==> src/rtl/nbody_step_sequencer.sv <==
// Per-frame three-body scheduler: walks pairs AB/AC/BC on a shared force unit,
// integrates each body, then commits all six coordinates to the renderer at once.
module nbody_step_sequencer #(
  parameter int COORD_W = 10,
  parameter int VEL_W   = 10,
  parameter int OVR_W   = 8
) (
  input  logic                 clk,
  input  logic                 rst_n,
  input  logic                 vsync,
  input  logic                 run_en,
  output logic                 f_req,
  output logic [1:0]           f_pair,
  output logic [COORD_W:0]     f_dist,
  input  logic                 f_ack,
  input  logic [1:0]           f_mag,
  output logic [3*COORD_W-1:0] pos_x,
  output logic [3*COORD_W-1:0] pos_y,
  output logic                 busy,
  output logic                 done,
  output logic [OVR_W-1:0]     overrun
);

  typedef enum logic [2:0] {
    IDLE   = 3'd0,
    PAIR0  = 3'd1,
    PAIR1  = 3'd2,
    PAIR2  = 3'd3,
    INT0   = 3'd4,
    INT1   = 3'd5,
    INT2   = 3'd6,
    COMMIT = 3'd7
  } state_t;

  localparam logic [3*COORD_W-1:0] RST_PX = {COORD_W'(200), COORD_W'(420), COORD_W'(300)};
  localparam logic [3*COORD_W-1:0] RST_PY = {COORD_W'(20), COORD_W'(300), COORD_W'(150)};
  localparam logic signed [VEL_W:0] VMAX = (VEL_W+1)'((1 << (VEL_W-1)) - 1);
  localparam logic signed [VEL_W:0] VMIN = -VMAX;

  state_t                 state_q;
  logic                   vsync_q;
  logic                   f_req_q;
  logic [1:0]             f_pair_q;
  logic                   busy_q;
  logic                   done_q;
  logic [OVR_W-1:0]       ovr_q;
  logic [3*COORD_W-1:0]   pos_x_q;
  logic [3*COORD_W-1:0]   pos_y_q;
  logic [3*COORD_W-1:0]   wx_all;
  logic [3*COORD_W-1:0]   wy_all;

  logic                   tick;
  logic                   acc_clr;
  logic                   acc_en;
  logic [1:0]             idx_i;
  logic [1:0]             idx_j;
  logic signed [COORD_W-1:0] xi, xj, yi, yj;
  logic signed [COORD_W:0]   dx, dy;
  logic [COORD_W:0]       adx, ady;
  logic signed [3:0]      mag_s, stx, sty;

  // Saturate symmetrically; -2^(VEL_W-1) is never produced.
  function automatic logic signed [VEL_W-1:0] sat_add(input logic signed [VEL_W-1:0] v,
                                                      input logic signed [3:0] a);
    logic signed [VEL_W:0] s;
    s = $signed({v[VEL_W-1], v}) + (VEL_W+1)'(a);
    if (s > VMAX)      sat_add = VMAX[VEL_W-1:0];
    else if (s < VMIN) sat_add = VMIN[VEL_W-1:0];
    else               sat_add = s[VEL_W-1:0];
  endfunction

  assign tick    = vsync & ~vsync_q;
  assign acc_clr = (state_q == IDLE) & tick & run_en;
  assign acc_en  = f_req_q & f_ack;
  assign idx_i   = (f_pair_q == 2'd2) ? 2'd1 : 2'd0;
  assign idx_j   = (f_pair_q == 2'd0) ? 2'd1 : 2'd2;

  always_comb begin
    xi    = (f_pair_q == 2'd2) ? wx_all[COORD_W +: COORD_W]   : wx_all[0 +: COORD_W];
    xj    = (f_pair_q == 2'd0) ? wx_all[COORD_W +: COORD_W]   : wx_all[2*COORD_W +: COORD_W];
    yi    = (f_pair_q == 2'd2) ? wy_all[COORD_W +: COORD_W]   : wy_all[0 +: COORD_W];
    yj    = (f_pair_q == 2'd0) ? wy_all[COORD_W +: COORD_W]   : wy_all[2*COORD_W +: COORD_W];
    dx    = {xj[COORD_W-1], xj} - {xi[COORD_W-1], xi};
    dy    = {yj[COORD_W-1], yj} - {yi[COORD_W-1], yi};
    adx   = dx[COORD_W] ? -dx : dx;
    ady   = dy[COORD_W] ? -dy : dy;
    mag_s = {2'b00, f_mag};
    stx   = (dx > 0) ? mag_s : ((dx < 0) ? -mag_s : 4'sd0);
    sty   = (dy > 0) ? mag_s : ((dy < 0) ? -mag_s : 4'sd0);
  end

  assign f_dist = adx + ady;

  for (genvar gi = 0; gi < 3; gi++) begin : g_body
    localparam logic [1:0] BODY   = 2'(gi);
    localparam logic [2:0] INT_ST = 3'(4 + gi);
    logic signed [COORD_W-1:0] px_q, py_q;
    logic signed [VEL_W-1:0]   vx_q, vy_q, vx_d, vy_d;
    logic signed [3:0]         ax_q, ay_q, dax, day;
    logic                      is_i, is_j, int_en;

    assign is_i   = acc_en && (idx_i == BODY);
    assign is_j   = acc_en && (idx_j == BODY);
    assign dax    = is_i ? stx : (is_j ? -stx : 4'sd0);
    assign day    = is_i ? sty : (is_j ? -sty : 4'sd0);
    assign int_en = (state_q == INT_ST);
    assign vx_d   = sat_add(vx_q, ax_q);
    assign vy_d   = sat_add(vy_q, ay_q);

    always_ff @(posedge clk) begin
      if (!rst_n) begin
        px_q <= RST_PX[gi*COORD_W +: COORD_W];
        py_q <= RST_PY[gi*COORD_W +: COORD_W];
        vx_q <= '0;
        vy_q <= '0;
        ax_q <= '0;
        ay_q <= '0;
      end else begin
        if (acc_clr) begin
          ax_q <= '0;
          ay_q <= '0;
        end else begin
          ax_q <= ax_q + dax;
          ay_q <= ay_q + day;
        end
        // Position advances with the pre-update velocity.
        if (int_en) begin
          px_q <= px_q + COORD_W'(vx_q);
          py_q <= py_q + COORD_W'(vy_q);
          vx_q <= vx_d;
          vy_q <= vy_d;
        end
      end
    end

    assign wx_all[gi*COORD_W +: COORD_W] = px_q;
    assign wy_all[gi*COORD_W +: COORD_W] = py_q;
  end

  always_ff @(posedge clk) begin
    if (!rst_n) begin
      state_q  <= IDLE;
      vsync_q  <= 1'b1;
      f_req_q  <= 1'b0;
      f_pair_q <= 2'd0;
      busy_q   <= 1'b0;
      done_q   <= 1'b0;
      ovr_q    <= '0;
      pos_x_q  <= RST_PX;
      pos_y_q  <= RST_PY;
    end else begin
      vsync_q <= vsync;
      done_q  <= 1'b0;
      if (tick && busy_q && (ovr_q != {OVR_W{1'b1}}))
        ovr_q <= ovr_q + OVR_W'(1);
      case (state_q)
        IDLE: if (tick && run_en) begin
          state_q  <= PAIR0;
          f_req_q  <= 1'b1;
          f_pair_q <= 2'd0;
          busy_q   <= 1'b1;
        end
        PAIR0: if (f_ack) begin
          state_q  <= PAIR1;
          f_pair_q <= 2'd1;
        end
        PAIR1: if (f_ack) begin
          state_q  <= PAIR2;
          f_pair_q <= 2'd2;
        end
        PAIR2: if (f_ack) begin
          state_q <= INT0;
          f_req_q <= 1'b0;
        end
        INT0: state_q <= INT1;
        INT1: state_q <= INT2;
        INT2: state_q <= COMMIT;
        COMMIT: begin
          pos_x_q <= wx_all;
          pos_y_q <= wy_all;
          state_q <= IDLE;
          busy_q  <= 1'b0;
          done_q  <= 1'b1;
        end
        default: state_q <= IDLE;
      endcase
    end
  end

  assign f_req   = f_req_q;
  assign f_pair  = f_pair_q;
  assign pos_x   = pos_x_q;
  assign pos_y   = pos_y_q;
  assign busy    = busy_q;
  assign done    = done_q;
  assign overrun = ovr_q;

endmodule

==> config.mk <==
export PLATFORM = sky130hd
export DESIGN_NAME = nbody_step_sequencer
export DESIGN_NICKNAME = d
export VERILOG_FILES = /design/src/rtl/nbody_step_sequencer.sv
export SDC_FILE = /design/constraint.sdc
export NUM_CORES = 1
export LEC_CHECK = 0
export CORE_MARGIN = 5
export CORE_UTILIZATION = 55
export DETAILED_ROUTE_END_ITERATION = 8
export GPL_TIMING_DRIVEN = 0
export PLACE_DENSITY_LB_ADDON = 0.2
export SKIP_CTS_REPAIR_TIMING = 1
export SLEW_MARGIN = 30
export SYNTH_ARGS = -nofsm -noshare
export SYNTH_HDL_FRONTEND = slang
export SYNTH_SLANG_ARGS = --single-unit
==> constraint.sdc <==
create_clock -name clk -period 4.75 [get_ports clk]
set_input_delay 0.475 -clock clk [delete_from_list [all_inputs] [get_ports clk]]
set_output_delay 0.475 -clock clk [all_outputs]
set_load 0.1 [all_outputs]
==> reports/qor.yml, run 1 <==
cts:
  cts.sinks: 221
  cts_buffer_depth: 3
  cts_tree: "done"
  cts_buffers: 25
  htree_levels: 1
  clk_latency_ns: 0.52
  cts_root_buf: "clkbuf_16"
  clk_pin_slew_ns: 0.07
synthesis:
  ys_types: 77
  synth_adder_area_share_pct: 16.3
  synth_top_area_share_pct: 28.1
  synth_edf_count: 0
  seq_area_frac_synth_pct: 28.1
  synth-simple-area-share_pct: 18.8
  avgSynthCellArea_um2: 8.07
  synthesis.area_um2: 15800
  synth_compound_gate_area_share_pct: 22.5
  synthTopCellsByCount: "nand2_1, dfxtp_1, a21oi_1, ha_1, nor2_1"
  syn_nets: 2147
  yosysMostFrequentCell: "nand2_1"
  synth_top_family_by_area: "compound AO/OA/AOI/OAI gates"
  synth_ff_type: "dfxtp_1"
  yosysTopAreaCell: "dfxtp_1"
  yosys-top-cells-area: "dfxtp_1, ha_1, a21oi_1, nand2_1, xnor2_1"
  synth.area.mux_share_pct: 3.08
  synth_cells: 1953
  synth-seq-cells: 221
  async_reset_ff_share_pct: 0
  synth_xor_xnor_area_share_pct: 7.34
  yosys_warnings: 0
final_layout:
  nNetsFinal: 2304
  num_antenna_cells: 0
  postLayoutCoreUtil_pct: 67.9
  drive_above_1_share_pct: 11.8
  syn2layout_area_growth_pct: 22.7
run_status:
  outcome: "finished with violations"
  violations: "setup timing"
power_and_ir_drop:
  pwr-share-clk_pct: 47.9
  powerDensity_nw_per_um2: 216
  power_frac_comb_pct: 7.5
  ir_drop_v: 0.000254
  seqPwrFrac_pct: 44.6
  switchingPower_mw: 1.04
  p_int_mw: 3.14
  p_sw_share_pct: 24.9
  leakagePower_nw: 8.31
worst_setup_path:
  cp_slowest_cell: "dfxtp_4"
  crit_path_start_kind: "flop"
  crit_path_end_kind: "primary output"
  crit_type: "flop to primary output"
  crit_chain: "nor2_4 -> clkbuf_16 -> mux2_2 -> ha_1 -> o21ai_0 -> nor2_1 -> a2bb2oi_4 -> a31o_4 -> buf_8 -> nor2_4 -> xnor2_4 -> ha_4 -> nor2b_4 -> o21ai_2 -> a21boi_2 -> o21ai_1 -> nand2b_1 -> a31oi_4 -> o21ai_4 -> xnor2_4 -> buf_12"
  cp.required_ns: 4.28
  crit_arrival_ns: 5.13
  cpPeakStageDelay_ns: 0.37
  cp_max_fo: 8
  worstReg2RegStart: "f_pair[1]$_SDFFE_PN0P_"
  crit_path_start: "f_pair[1]$_SDFFE_PN0P_"
  r2r_slack_ns: -0.49
global_routing:
  antenna_found_initial: 0
  grt_pass1_wl_um: 76000
  gr-total-overflow: 0
  grt_start_max_net_pins: 14
  grt_pass1_vias: 14000
  grt_use_total_pct: 30.0
timing:
  setup_ws_ns: -0.851
  hold_viol: 0
  post-route-min-period_ns: 5.60
  slew_headroom_pct: 32.3
  setup_tns_ns: -5.15
  slew_viol_final: 0
  fmax_ghz: 0.179
  finalCritPeriodShare_pct: 118
  timing.hold.ws_ns: 0.458
  grt_setup_unrepaired: "true"
  worst_pin_slew_ns: 1.01
  finalClockSkew_ns: 0.00890
  setup_viol: 14
floorplan:
  fp.dieH_um: 179
  coreArea_um2: 28500
  die_w_um: 179
  start_util_pct: 55.3
  die-area_um2: 32100
  boundaryPins: 91
  num_rows: 62
placed_design:
  post-place-ws_ns: -1.78
  dp_hpwl_um: 38000
  portBuffers: 90
  place.gp.congestion: 0.996
route:
  vias_per_cell: 6.16
  num_vias: 15500
  drcViolationCount: 0
  dr.pass1.iters: 7
  avgRoutedWirePerCell_um: 20.5
  first_iter_violations: 1587
  wl_um: 51400
  ant_nets: 0
min_path:
  hp-class: "flop to flop"
  min_from: "pos_x[19]$_SDFFE_PN0P_"
flow_run:
  max_cap_viol_count: 0
==> flip-flops by register name, indices dropped and copies added, names as in the netlist <==
register,count
g_body.ax_q,12
g_body.py_q,30
state_q,3
busy,1
g_body.vy_q,30
done,1
vsync_q,1
g_body.px_q,30
pos_y,30
overrun,8
g_body.vx_q,30
g_body.ay_q,12
f_pair,2
f_req,1
pos_x,30
==> area by class of cell <==
cell class,instances,area [um2]
fillers,2259,9140
flip-flops and latches,221,4430
clock inverters,10,106
multi-input cells,1568,11600
repair buffers,132,1330
well taps,384,480
plain buffers,71,355
clock buffers,34,729
inverters,91,342
==> stage by stage <==
stage,cell area (um2),total power [mW],cells
3_3_place_gp,17500,2.17,2427
4_1_cts,18400,4.14,2471
2_1_floorplan,16200,2.09,1953
3_5_place_dp,17500,2.17,2427
6_report,19300,4.18,2511
5_1_grt,19300,4.28,2511
==> path summary, 6_finish.rpt <==
path / endpoint / depth (start not counted)
max: f_dist[10] / 21
max reg2reg: g_body[2].ay_q[3]$_SDFF_PP0_ / 22
min: pos_x[19]$_SDFFE_PN0P_ / 2
min reg2reg: pos_x[19]$_SDFFE_PN0P_ / 2
==> power groups by stage <==
stage               registers, mW  logic, mW  clock network [mW]
floorplan                    1.91      0.184                   0
global placement             1.90      0.264                   0
detailed placement           1.90      0.268                   0
CTS                          1.86      0.269                2.01
global route                 1.86      0.326                2.09
finish                       1.86      0.314                2.00
==> routing by layer <==
| metal | GRT usage, % | part of all wire (%) |
|---|---|---|
| met5 | 0 | 0.093 |
| met4 | 10.0 | 3.8 |
| met3 | 3.92 | 8.3 |
| met2 | 47.3 | 44 |
| met1 | 42.4 | 44 |
==> kinds of logic (layout without fill, tap and decap cells) <==
family / after synthesis / after routing
AOI/OAI and AO/OA: 569 / 569
and+or+nand+nor: 627 / 627
adders and majority gates: 194 / 194
xor gates and xnor gates: 132 / 132
buffers and inverters: 164 / 338
muxes: 46 / 46
DFF: 221 / 221
==> critical path, delay by kind of cell, from the launching register on <==
| family | cells | cell delay, ns |
|---|---|---|
| flops | 1 | 0.37 |
| buf+inv | 3 | 0.54 |
| mux | 1 | 0.33 |
| fa+ha+maj | 2 | 0.59 |
| xor+xnor | 2 | 0.42 |
| simple gates | 5 | 0.89 |
| compound gates | 8 | 1.41 |
==> cell usage in the layout, fill, tap and decap left out, types with 9 or more instances in the layout <==
cell             netlist  final
nand2_1              266    265
dfxtp_1              221    219
a21oi_1              211    199
ha_1                 166    148
nor2_1               123    116
o21ai_0              115    103
inv_1                 90     89
clkdlybuf4s50_1        0     80
xnor2_1               75     62
clkbuf_1              66     60
xor2_1                57     51
nand3_1               50     50
a21o_1                41     41
buf_4                  0     35
nor2b_1               32     29
clkbuf_16              0     28
a211oi_1              28     27
mux2i_1               26     21
o21a_1                21     21
a31oi_1               24     20
nand2b_1              23     19
o211ai_1              19     19
nor3_1                19     18
fa_1                  21     18
and2_1                17     17
o31ai_1               16     16
mux2_2                20     15
or3_1                 14     14
o21bai_1              12     12
ha_4                   0     12
nand3b_1              11     11
and3_1                11     11
or2_2                 11     10
or4_1                 12     10
a21oi_2                0      9
a41oi_1                9      9
No activity file was read; power rests on OpenSTA's default activity.
==> run 2: changes to the inputs <==
--- a/config.mk
+++ b/config.mk
@@ -8,6 +8,7 @@
 export CORE_MARGIN = 5
 export CORE_UTILIZATION = 55
 export DETAILED_ROUTE_END_ITERATION = 8
+export GPL_ROUTABILITY_DRIVEN = 0
 export GPL_TIMING_DRIVEN = 0
 export PLACE_DENSITY_LB_ADDON = 0.2
 export SKIP_CTS_REPAIR_TIMING = 1
==> run 2 against run 1 <==
Net effect:
- the flow still finishes with violations (setup timing)
- highest routed layer is now met4
- final cell count shrank 0.40%
- first-iteration DRC count rose by 9.6%
- total power fell by 2.0%
- critical path type unchanged
==> reports/qor.yml, run 2 (synthesis results as in run 1) <==
route:
  avgRoutedWirePerCell_um: 20.4  # -0.18%
  vias_per_cell: 6.17  # +0.12%
  first_iter_violations: 1739  # +9.6%
  num_vias: 15400  # -0.28%
  drcViolationCount: 0  # unchanged
  dr.pass1.iters: 7  # unchanged
  ant_nets: 0  # unchanged
  wl_um: 51100  # -0.58%
final_layout:
  postLayoutCoreUtil_pct: 67.5  # -0.44 points
  stdcell_count: 2501  # -0.40%
  nNetsFinal: 2296  # -0.35%
  syn2layout_area_growth_pct: 21.9
  drive_above_1_share_pct: 11.1  # -0.61 points
  final_common_cell: "nand2_1"
  num_antenna_cells: 0  # unchanged
  final_cell_mix: "nand2_1, dfxtp_1, a21oi_1"
worst_setup_path:
  r2r_cells: 21  # -4.5%
  crit_path_end: "f_dist[10]"
  cp_max_fo: 5  # -3
  worstReg2RegStart: "f_pair[1]$_SDFFE_PN0P_"
  r2r_slack_ns: -0.57  # -0.08 ns
  reg2reg_to: "g_body[2].ay_q[3]$_SDFF_PP0_"
  crit_arrival_ns: 5.08  # -0.05 ns
  crit_path_start_kind: "flop"
  cp.required_ns: 4.28  # about the same
  crit_path_end_kind: "primary output"
  crit_type: "flop to primary output"
  crit_path_start: "f_pair[1]$_SDFFE_PN0P_"
floorplan:
  die-area_um2: 32100  # unchanged
  boundaryPins: 91  # unchanged
  fp.dieH_um: 179  # unchanged
  num_rows: 62  # unchanged
  coreArea_um2: 28500  # unchanged
  die_w_um: 179  # unchanged
  start_util_pct: 55.3  # unchanged
timing:
  worst_pin_slew_ns: 1.00  # -0.0126 ns
  timing.hold.ws_ns: 0.456  # -0.00245 ns
  fmax_ghz: 0.180  # +0.91%
  post-route-min-period_ns: 5.55  # -0.0503 ns
  slew_viol_final: 0  # unchanged
  slew_headroom_pct: 33.1  # +0.84 points
  finalClockSkew_ns: 0.0144  # +0.00552 ns
  setup_ws_ns: -0.801  # +0.0503 ns
  grt_setup_unrepaired: "true"
  setup_viol: 19  # +5
  finalCritPeriodShare_pct: 117  # -1.1 points
  hold_viol: 0  # unchanged
placed_design:
  portBuffers: 90  # unchanged
  dp_cells: 2427  # unchanged
  post-place-ws_ns: -1.76  # +0.0236 ns
  dp_hpwl_um: 37500  # -1.5%
global_routing:
  grt_pass1_vias: 13900  # -0.91%
  gr-total-overflow: 0  # unchanged
  grt_pass1_wl_um: 75300  # -0.95%
  grt_use_total_pct: 29.6  # -0.36 points
  antenna_found_initial: 1  # +1
  grt_start_max_net_pins: 14  # unchanged
cts:
  htree_levels: 1  # unchanged
  cts_buffer_depth: 3  # unchanged
  cts_tree: "done"
  clk_latency_ns: 0.53  # about the same
  cts_buffers: 25  # unchanged
  cts_root_buf: "clkbuf_16"
  cts.sinks: 221  # unchanged
  clk_pin_slew_ns: 0.06  # about the same
run_status:
  violations: "setup timing"
  outcome: "finished with violations"
min_path:
  whs_path_depth: 2  # unchanged
  hp-class: "flop to flop"
power_and_ir_drop:
  powerDensity_nw_per_um2: 213  # -1.3%
  p_sw_share_pct: 24.8  # -0.12 points
  pwr-share-clk_pct: 46.9  # -1.0 points
  switchingPower_mw: 1.01  # -2.4%
  ir_drop_v: 0.000196  # -23%
  seqPwrFrac_pct: 45.5  # +0.9 points
  p_int_mw: 3.08  # -1.8%
  total_power_mw: 4.10  # -2.0%
  power_frac_comb_pct: 7.6  # about the same
  leakagePower_nw: 8.24  # -0.86%
flow_run:
  max_cap_viol_count: 0  # unchanged
run 2: cell count changes in the layout (fill, tap and decap cells not counted), sizes merged:
| cell | change |
|---|---|
| buf | -8 |
| clkinv | -2 |
| clkinvlp | -1 |
| bufinv | -1 |
| clkbuf | +2 |
run 2: cell type report:
cell class / count / area (um2)
plain buffers: 71 / 352
clock buffers: 36 / 737
clock inverters: 6 / 61.3
fillers: 2305 / 9270
inverters: 91 / 342
multi-input cells: 1568 / 11500
flip-flops and latches: 221 / 4430
well taps: 384 / 480
repair buffers: 124 / 1270
run 2: worst min-delay path by stage:
stage	from	to
finish	pos_x[24]$_SDFFE_PN0P_	pos_x[24]$_SDFFE_PN0P_
global route	pos_x[4]$_SDFFE_PN0P_	pos_x[4]$_SDFFE_PN0P_
CTS	pos_x[4]$_SDFFE_PN0P_	pos_x[4]$_SDFFE_PN0P_
detailed placement	pos_y[11]$_SDFFE_PN0P_	pos_y[11]$_SDFFE_PN0P_
global placement	pos_x[6]$_SDFFE_PN0P_	pos_x[6]$_SDFFE_PN0P_
floorplan	g_body[2].py_q[9]$_SDFFE_PN0P_	pos_y[29]$_SDFFE_PN0P_
run 2: power by group through the flow:
stage	Combinational, mW	Clock [mW]	Sequential (mW)
2_1_floorplan	0.184	0	1.91
3_3_place_gp	0.263	0	1.90
3_5_place_dp	0.267	0	1.90
4_1_cts	0.268	1.93	1.86
5_1_grt	0.323	2.01	1.86
6_report	0.311	1.92	1.86
run 2: worst max-delay path, stage by stage (launching register included):
cell and delay, ns:
dfxtp_4 0.38, nor2_4 0.26, buf_8 0.18, buf_6 0.12, mux2i_4 0.09, ha_4 0.20
fa_2 0.43, nor2b_4 0.18, o22ai_1 0.13, xnor2_2 0.22, buf_4 0.18, nor4b_4 0.35
nand3b_1 0.20, inv_1 0.09, a21oi_1 0.07, xor2_1 0.36, ha_1 0.41, a21oi_2 0.21
o21ai_4 0.10, xnor2_4 0.19, buf_12 0.19
run 2: routing by layer:
| layer | track usage, % | wire (um) | share of wire (%) | vias up |
|---|---|---|---|---|
| li1 | - | - | - | 7280 |
| met1 | 41.6 | 22000 | 43 | 7295 |
| met2 | 44.6 | 22000 | 43 | 702 |
| met3 | 5.80 | 4770 | 9.3 | 151 |
| met4 | 12.0 | 2410 | 4.7 | 0 |
| met5 | 0 | 0 | 0 | - |
run 2: stage by stage:
step	area (um2)	setup TNS [ns]
6_report	19200	-5.82
5_1_grt	19200	-8.17
4_1_cts	18300	-18.46
3_5_place_dp	17500	-12.51
3_3_place_gp	17500	-11.63
2_1_floorplan	16200	-1.72
==> run 3: changes to the inputs <==
--- a/config.mk
+++ b/config.mk
@@ -5,6 +5,7 @@
 export SDC_FILE = /design/constraint.sdc
 export NUM_CORES = 1
 export LEC_CHECK = 0
+export CAP_MARGIN = 5
 export CORE_MARGIN = 5
 export CORE_UTILIZATION = 55
 export DETAILED_ROUTE_END_ITERATION = 8
==> results of run 3 <==
Same layout as run 2: the final DEF is identical, and so are final timing and power.
